## config.mk

```make
export PLATFORM = sky130hd
export DESIGN_NAME = seven_seg_scan_driver
export DESIGN_NICKNAME = d
export VERILOG_FILES = /design/src/rtl/display_pkg.sv /design/src/rtl/hex_to_7seg.sv /design/src/rtl/seven_seg_scan_driver.sv
export SDC_FILE = /design/constraint.sdc
export NUM_CORES = 1
export LEC_CHECK = 0
export ABC_CLOCK_PERIOD_IN_PS = 2400
export CAP_MARGIN = 15
export CORE_MARGIN = 2
export CORE_UTILIZATION = 30
export CTS_CLUSTER_SIZE = 25
export DETAILED_ROUTE_END_ITERATION = 12
export PLACE_DENSITY = 0.58
export SYNTH_ARGS = -nofsm -noshare
export SYNTH_HDL_FRONTEND = slang
export SYNTH_SLANG_ARGS = --single-unit
```

## constraint.sdc

```tcl
create_clock -name clk -period 2.4 [get_ports clk]
set_clock_uncertainty 0.1 [all_clocks]
set_input_delay 0.48 -clock clk [delete_from_list [all_inputs] [get_ports clk]]
set_output_delay 0.48 -clock clk [all_outputs]
set_load 0.1 [all_outputs]
```

## src/rtl/display_pkg.sv

```systemverilog
`default_nettype none
// +------------------------------------------------------------------+
// | display_pkg: segment type, blank pattern and hex decode table    |
// | Revision: 1.0                                                    |
// +------------------------------------------------------------------+
package display_pkg;

    typedef logic [6:0] seg_t;

    localparam seg_t SEG_BLANK = 7'h7F;

    // Active-low segment patterns, bit order {g,f,e,d,c,b,a}
    function automatic seg_t hex_to_seg(input logic [3:0] nib);
        seg_t s;
        case (nib)
            4'h0: s = 7'b1000000;
            4'h1: s = 7'b1111001;
            4'h2: s = 7'b0100100;
            4'h3: s = 7'b0110000;
            4'h4: s = 7'b0011001;
            4'h5: s = 7'b0010010;
            4'h6: s = 7'b0000010;
            4'h7: s = 7'b1111000;
            4'h8: s = 7'b0000000;
            4'h9: s = 7'b0010000;
            4'hA: s = 7'b0001000;
            4'hB: s = 7'b0000011;
            4'hC: s = 7'b1000110;
            4'hD: s = 7'b0100001;
            4'hE: s = 7'b0000110;
            default: s = 7'b0001110;
        endcase
        return s;
    endfunction

endpackage
`default_nettype wire

```

## src/rtl/hex_to_7seg.sv

```systemverilog
`default_nettype none
// +------------------------------------------------------------------+
// | hex_to_7seg: combinational nibble to active-low segment decoder  |
// | Revision: 1.0                                                    |
// +------------------------------------------------------------------+
module hex_to_7seg
    import display_pkg::*;
(
    input  logic [3:0] nib_i,
    output seg_t       seg_o
);

    assign seg_o = hex_to_seg(nib_i);

endmodule
`default_nettype wire

```

## src/rtl/seven_seg_scan_driver.sv

```systemverilog
`default_nettype none
// +------------------------------------------------------------------+
// | seven_seg_scan_driver: multiplexed N-digit hex display driver    |
// | with frame-aligned value commit and leading-zero blanking.       |
// | Revision: 1.0                                                    |
// +------------------------------------------------------------------+
module seven_seg_scan_driver
    import display_pkg::*;
#(
    parameter int unsigned CLK_FREQ_HZ = 100_000_000,
    parameter int unsigned REFRESH_HZ  = 1_000,
    parameter int unsigned N_DIGITS    = 4
) (
    input  logic                  clk,
    input  logic                  reset_n,
    input  logic [4*N_DIGITS-1:0] value_in,
    input  logic                  value_valid,
    output logic                  value_ack,
    input  logic                  blank_zeros,
    input  logic [N_DIGITS-1:0]   dp_in,
    output logic [N_DIGITS-1:0]   an,
    output logic [6:0]            seg,
    output logic                  dp
);

    localparam int unsigned TICK_MAX = CLK_FREQ_HZ / REFRESH_HZ;
    localparam int unsigned CNT_W    = $clog2(TICK_MAX);
    localparam int unsigned IDX_W    = (N_DIGITS > 1) ? $clog2(N_DIGITS) : 1;
    localparam int unsigned VAL_W    = 4 * N_DIGITS;

    logic [CNT_W-1:0]    count_q, count_d;
    logic [IDX_W-1:0]    idx_q, idx_d;
    logic [VAL_W-1:0]    staging_q, staging_d;
    logic [VAL_W-1:0]    shadow_q, shadow_d;
    logic                pending_q, pending_d;
    logic                ack_q, ack_d;
    logic [N_DIGITS-1:0] an_q, an_d;
    seg_t                seg_q;
    logic                dp_q, dp_d;

    logic                tick;
    logic                frame_end;
    logic [3:0]          nib;
    logic                upper_zero;
    logic                blank;
    seg_t                nib_seg;

    hex_to_7seg u_dec (
        .nib_i (nib),
        .seg_o (nib_seg)
    );

    always_comb begin
        tick      = (count_q == CNT_W'(TICK_MAX - 1));
        frame_end = tick && (idx_q == IDX_W'(N_DIGITS - 1));
        count_d   = tick ? '0 : count_q + 1'b1;

        idx_d = idx_q;
        if (tick) begin
            idx_d = (idx_q == IDX_W'(N_DIGITS - 1)) ? '0 : idx_q + 1'b1;
        end

        staging_d = staging_q;
        pending_d = pending_q;
        shadow_d  = shadow_q;
        ack_d     = 1'b0;
        if (value_valid) begin
            staging_d = value_in;
            pending_d = 1'b1;
        end
        // A valid landing on the frame end bypasses staging straight to the shadow
        if (frame_end && (pending_q || value_valid)) begin
            shadow_d  = value_valid ? value_in : staging_q;
            pending_d = 1'b0;
            ack_d     = 1'b1;
        end

        nib        = 4'h0;
        upper_zero = 1'b1;
        for (int k = 0; k < int'(N_DIGITS); k++) begin
            if (idx_q == IDX_W'(k)) begin
                nib = shadow_q[4*k +: 4];
            end
            if ((IDX_W'(k) >= idx_q) && (shadow_q[4*k +: 4] != 4'h0)) begin
                upper_zero = 1'b0;
            end
        end
        blank = blank_zeros && (idx_q != '0) && upper_zero;

        an_d = '1;
        if (!blank) begin
            an_d[idx_q] = 1'b0;
        end
        dp_d = ~dp_in[idx_q];
    end

    always_ff @(posedge clk) begin
        if (!reset_n) begin
            count_q   <= '0;
            idx_q     <= '0;
            staging_q <= '0;
            shadow_q  <= '0;
            pending_q <= 1'b0;
            ack_q     <= 1'b0;
            an_q      <= '1;
            seg_q     <= SEG_BLANK;
            dp_q      <= 1'b1;
        end else begin
            count_q   <= count_d;
            idx_q     <= idx_d;
            staging_q <= staging_d;
            shadow_q  <= shadow_d;
            pending_q <= pending_d;
            ack_q     <= ack_d;
            an_q      <= an_d;
            seg_q     <= nib_seg;
            dp_q      <= dp_d;
        end
    end

    assign value_ack = ack_q;
    assign an        = an_q;
    assign seg       = seg_q;
    assign dp        = dp_q;

endmodule
`default_nettype wire
```

==> impl_metrics.env <==
export IMPL_core_area_mm2=0.00973
export IMPL_path_clk_slew_ps=70
export IMPL_path_class="flop to flop"
export IMPL_clk_latency_ps=340
export IMPL_grt_pass1_wl_um=10200
export IMPL_fin_crit_ps=2260
export IMPL_worst_ep_arrival_time_ps=2340
export IMPL_rsz0062_at_grt="no"
export IMPL_first_global_vias=2099
export IMPL_grt_start_max_net_pins=28
export IMPL_die_w_um=104
export IMPL_post_place_ws_ps=2.44
export IMPL_io_buffers=36
export IMPL_tns_ps=0
export IMPL_htreeDepth=3
export IMPL_overflow=0
export IMPL_cts_root_buffer="clkbuf_8"
export IMPL_seq_area_frac_synth_pct=43.3
export IMPL_seq_area_mm2=0.00130
export IMPL_cts_inserted_buffers=9
export IMPL_required_ps=2480
export IMPL_syn_cell_area_mm2=0.00301
export IMPL_ios=37
export IMPL_drv_slew=0
export IMPL_setup_violations=0
export IMPL_clkSinkCount=65
export IMPL_period_share_pct=94.1
export IMPL_fp_dieH_um=104
export IMPL_antenna_found_initial=0
export IMPL_drt_vias_per_instance=4.47
export IMPL_multi_input_area_mm2=0.00159
export IMPL_synth_warnings=0
export IMPL_syn2layout_area_growth_pct=24.8
export IMPL_fin_ws_ps=140
export IMPL_relSlewSlack_pct=67.1
export IMPL_yosysMostFrequentCell="dfxtp_1"
export IMPL_cts_setup_buffers=0
export IMPL_place_congestion=0.841
export IMPL_cts_tree="done"
export IMPL_yosys_top_cells_area="dfxtp_1 (43%), mux2i_1 (6.3%), nor2_1 (5.5%)"
export IMPL_power_density_mw_per_mm2=645
export IMPL_status="finished clean"
export IMPL_drtPass1Iterations=4
export IMPL_p_leak_nw=1.45
export IMPL_totalWireLength_um=6020
export IMPL_peakVddDrop_mv=0.264
export IMPL_fin_nets=376
export IMPL_synth_top_area_cell="dfxtp_1"
export IMPL_whs_ps=364
export IMPL_clock_fmax_ghz=0.443
export IMPL_cp_max_fo=10
export IMPL_met3_length_um=308
export IMPL_synth_common_cells="dfxtp_1 (65), nor2_1 (44), nand2_1 (21)"
export IMPL_synth_edf_count=0
export IMPL_insertedDiodeCount=0
export IMPL_finalPower_mw=2.42
export IMPL_track_usage_pct=11.7
export IMPL_synthArstFlopShare_pct=0
export IMPL_fillers=977
export IMPL_hold_violations=0
export IMPL_cp_start_kind="flop"
export IMPL_vias=2136
export IMPL_synth_top_cell_area_share_pct=43.3
export IMPL_drtIter0Drc=85
export IMPL_clk_path_buf_depth=2
export IMPL_hold_path_class="flop to flop"
export IMPL_syn_num_nets=332
export IMPL_num_rows=36
export IMPL_top_layer="met4"
export IMPL_cap_violations=0
export IMPL_die_area_mm2=0.0108
export IMPL_end_kind="flop"
export IMPL_synth_distinct_cells=49
export IMPL_wire_per_inst_um=12.6
export IMPL_drtAntennaViolNets=0
export IMPL_dpl_hpwl_um=4360
export IMPL_tightest_slew_ps=488
export IMPL_synth_cells=296
export IMPL_layout_drive_gt1_share_pct=24.1
export IMPL_met2_length_um=2560
export IMPL_wl_met1_um=3080
export IMPL_postSynthAreaPerCell_um2=10.2
export IMPL_start_util_pct=30.9
export IMPL_drcViolationCount=0
export IMPL_synth_ff_type="dfxtp_1"
export IMPL_synth_seq_cells=65
## report_power, final
group / leakage, nW / switching [mW] / internal [mW]
clock network: 0.120 / 0.412 / 0.717
registers: 0.532 / 0.0105 / 1.11
logic: 0.797 / 0.105 / 0.0716
## cells by family (layout without fill, tap and decap cells)
group | Yosys count | in the layout | share of synthesized area (%)
compound gates | 20 | 20 | 5.08
mux | 39 | 39 | 15.3
fa+ha+maj | 12 | 12 | 4.99
flops | 65 | 65 | 43.3
xor+xnor | 15 | 15 | 4.37
buf+inv | 21 | 70 | 4.70
simple gates | 124 | 124 | 22.3
## registers in the layout, indices dropped and copies added (netlist names)
register,cells
an,4
idx_q,2
shadow_q,16
value_ack,1
dp,1
seg,7
pending_q,1
count_q,17
staging_q,16
## what timing repair did
| action | 4_1_cts | 5_1_grt |
|---|---|---|
| pin swaps | 0 | 1 |
| endpoints found under the setup margin | 1 | 6 |
| hold buffers | 0 | 0 |
| gates resized for setup | 1 | 7 |
| endpoints found under the hold margin | 0 | 0 |
## placed cells by master (no fill, tap or decap), drive strengths merged, types with 2 or more instances in the layout
cell / n
bufinv: 3
ha: 12
xnor2: 10
nor3: 5
buf: 22
nand3: 12
a31oi: 2
clkbuf: 11
inv: 9
nand2b: 2
xor2: 5
nor3b: 3
nor2: 45
a311oi: 2
nand2: 21
a21oi: 3
nor2b: 3
nand3b: 4
and3: 5
o211ai: 2
dfxtp: 65
and2: 15
mux2: 19
o221ai: 2
clkdlybuf4s50: 23
o21ai: 4
mux2i: 19
nor4: 4
## critical path: stages (launching register included)
cell and delay, ps:
dfxtp_2 400, inv_1 100, ha_2 240, nand3b_1 200
a221oi_2 310, inv_2 100, ha_1 210, mux2_2 270
nand2_1 60, o311ai_0 120
## path summary, 6_finish.rpt
path	from	end	slack, ps	cells past startpoint
max reg2reg	idx_q[1]$_SDFFE_PN0N_	seg[6]$_SDFF_PN1_	140	9
min reg2reg	count_q[0]$_SDFF_PP0_	count_q[0]$_SDFF_PP0_	360	1
min	count_q[0]$_SDFF_PP0_	count_q[0]$_SDFF_PP0_	360	1
max	idx_q[1]$_SDFFE_PN0N_	seg[6]$_SDFF_PN1_	140	9
## stage by stage
step / instance area, um^2 / cells / utilization (%)
after detailed placement: 3490 / 462 / 35.9
after floorplan: 3010 / 296 / -
after global routing: 3750 / 478 / 38.6
final: 3750 / 478 / 38.6
after global placement: 3490 / 462 / 35.9
after CTS: 3740 / 478 / 38.4
## routing by layer
| metal | vias to the layer above | GRT usage (%) |
|---|---|---|
| met4 | 0 | 4.05 |
| li1 | 1102 | - |
| met3 | 5 | 4.01 |
| met1 | 977 | 15.5 |
| met5 | - | 0 |
| met2 | 52 | 17.8 |
## cell type report
class / instances / area share [%]
Multi-Input combinational cell: 210 / 42.2
Sequential cell: 65 / 34.7
Timing Repair Buffer: 45 / 11.2
Tap cell: 133 / 4.43
Clock buffer: 11 / 3.77
Clock inverter: 5 / 2.73
Inverter: 9 / 0.900
(Power assumes the default switching activity.)
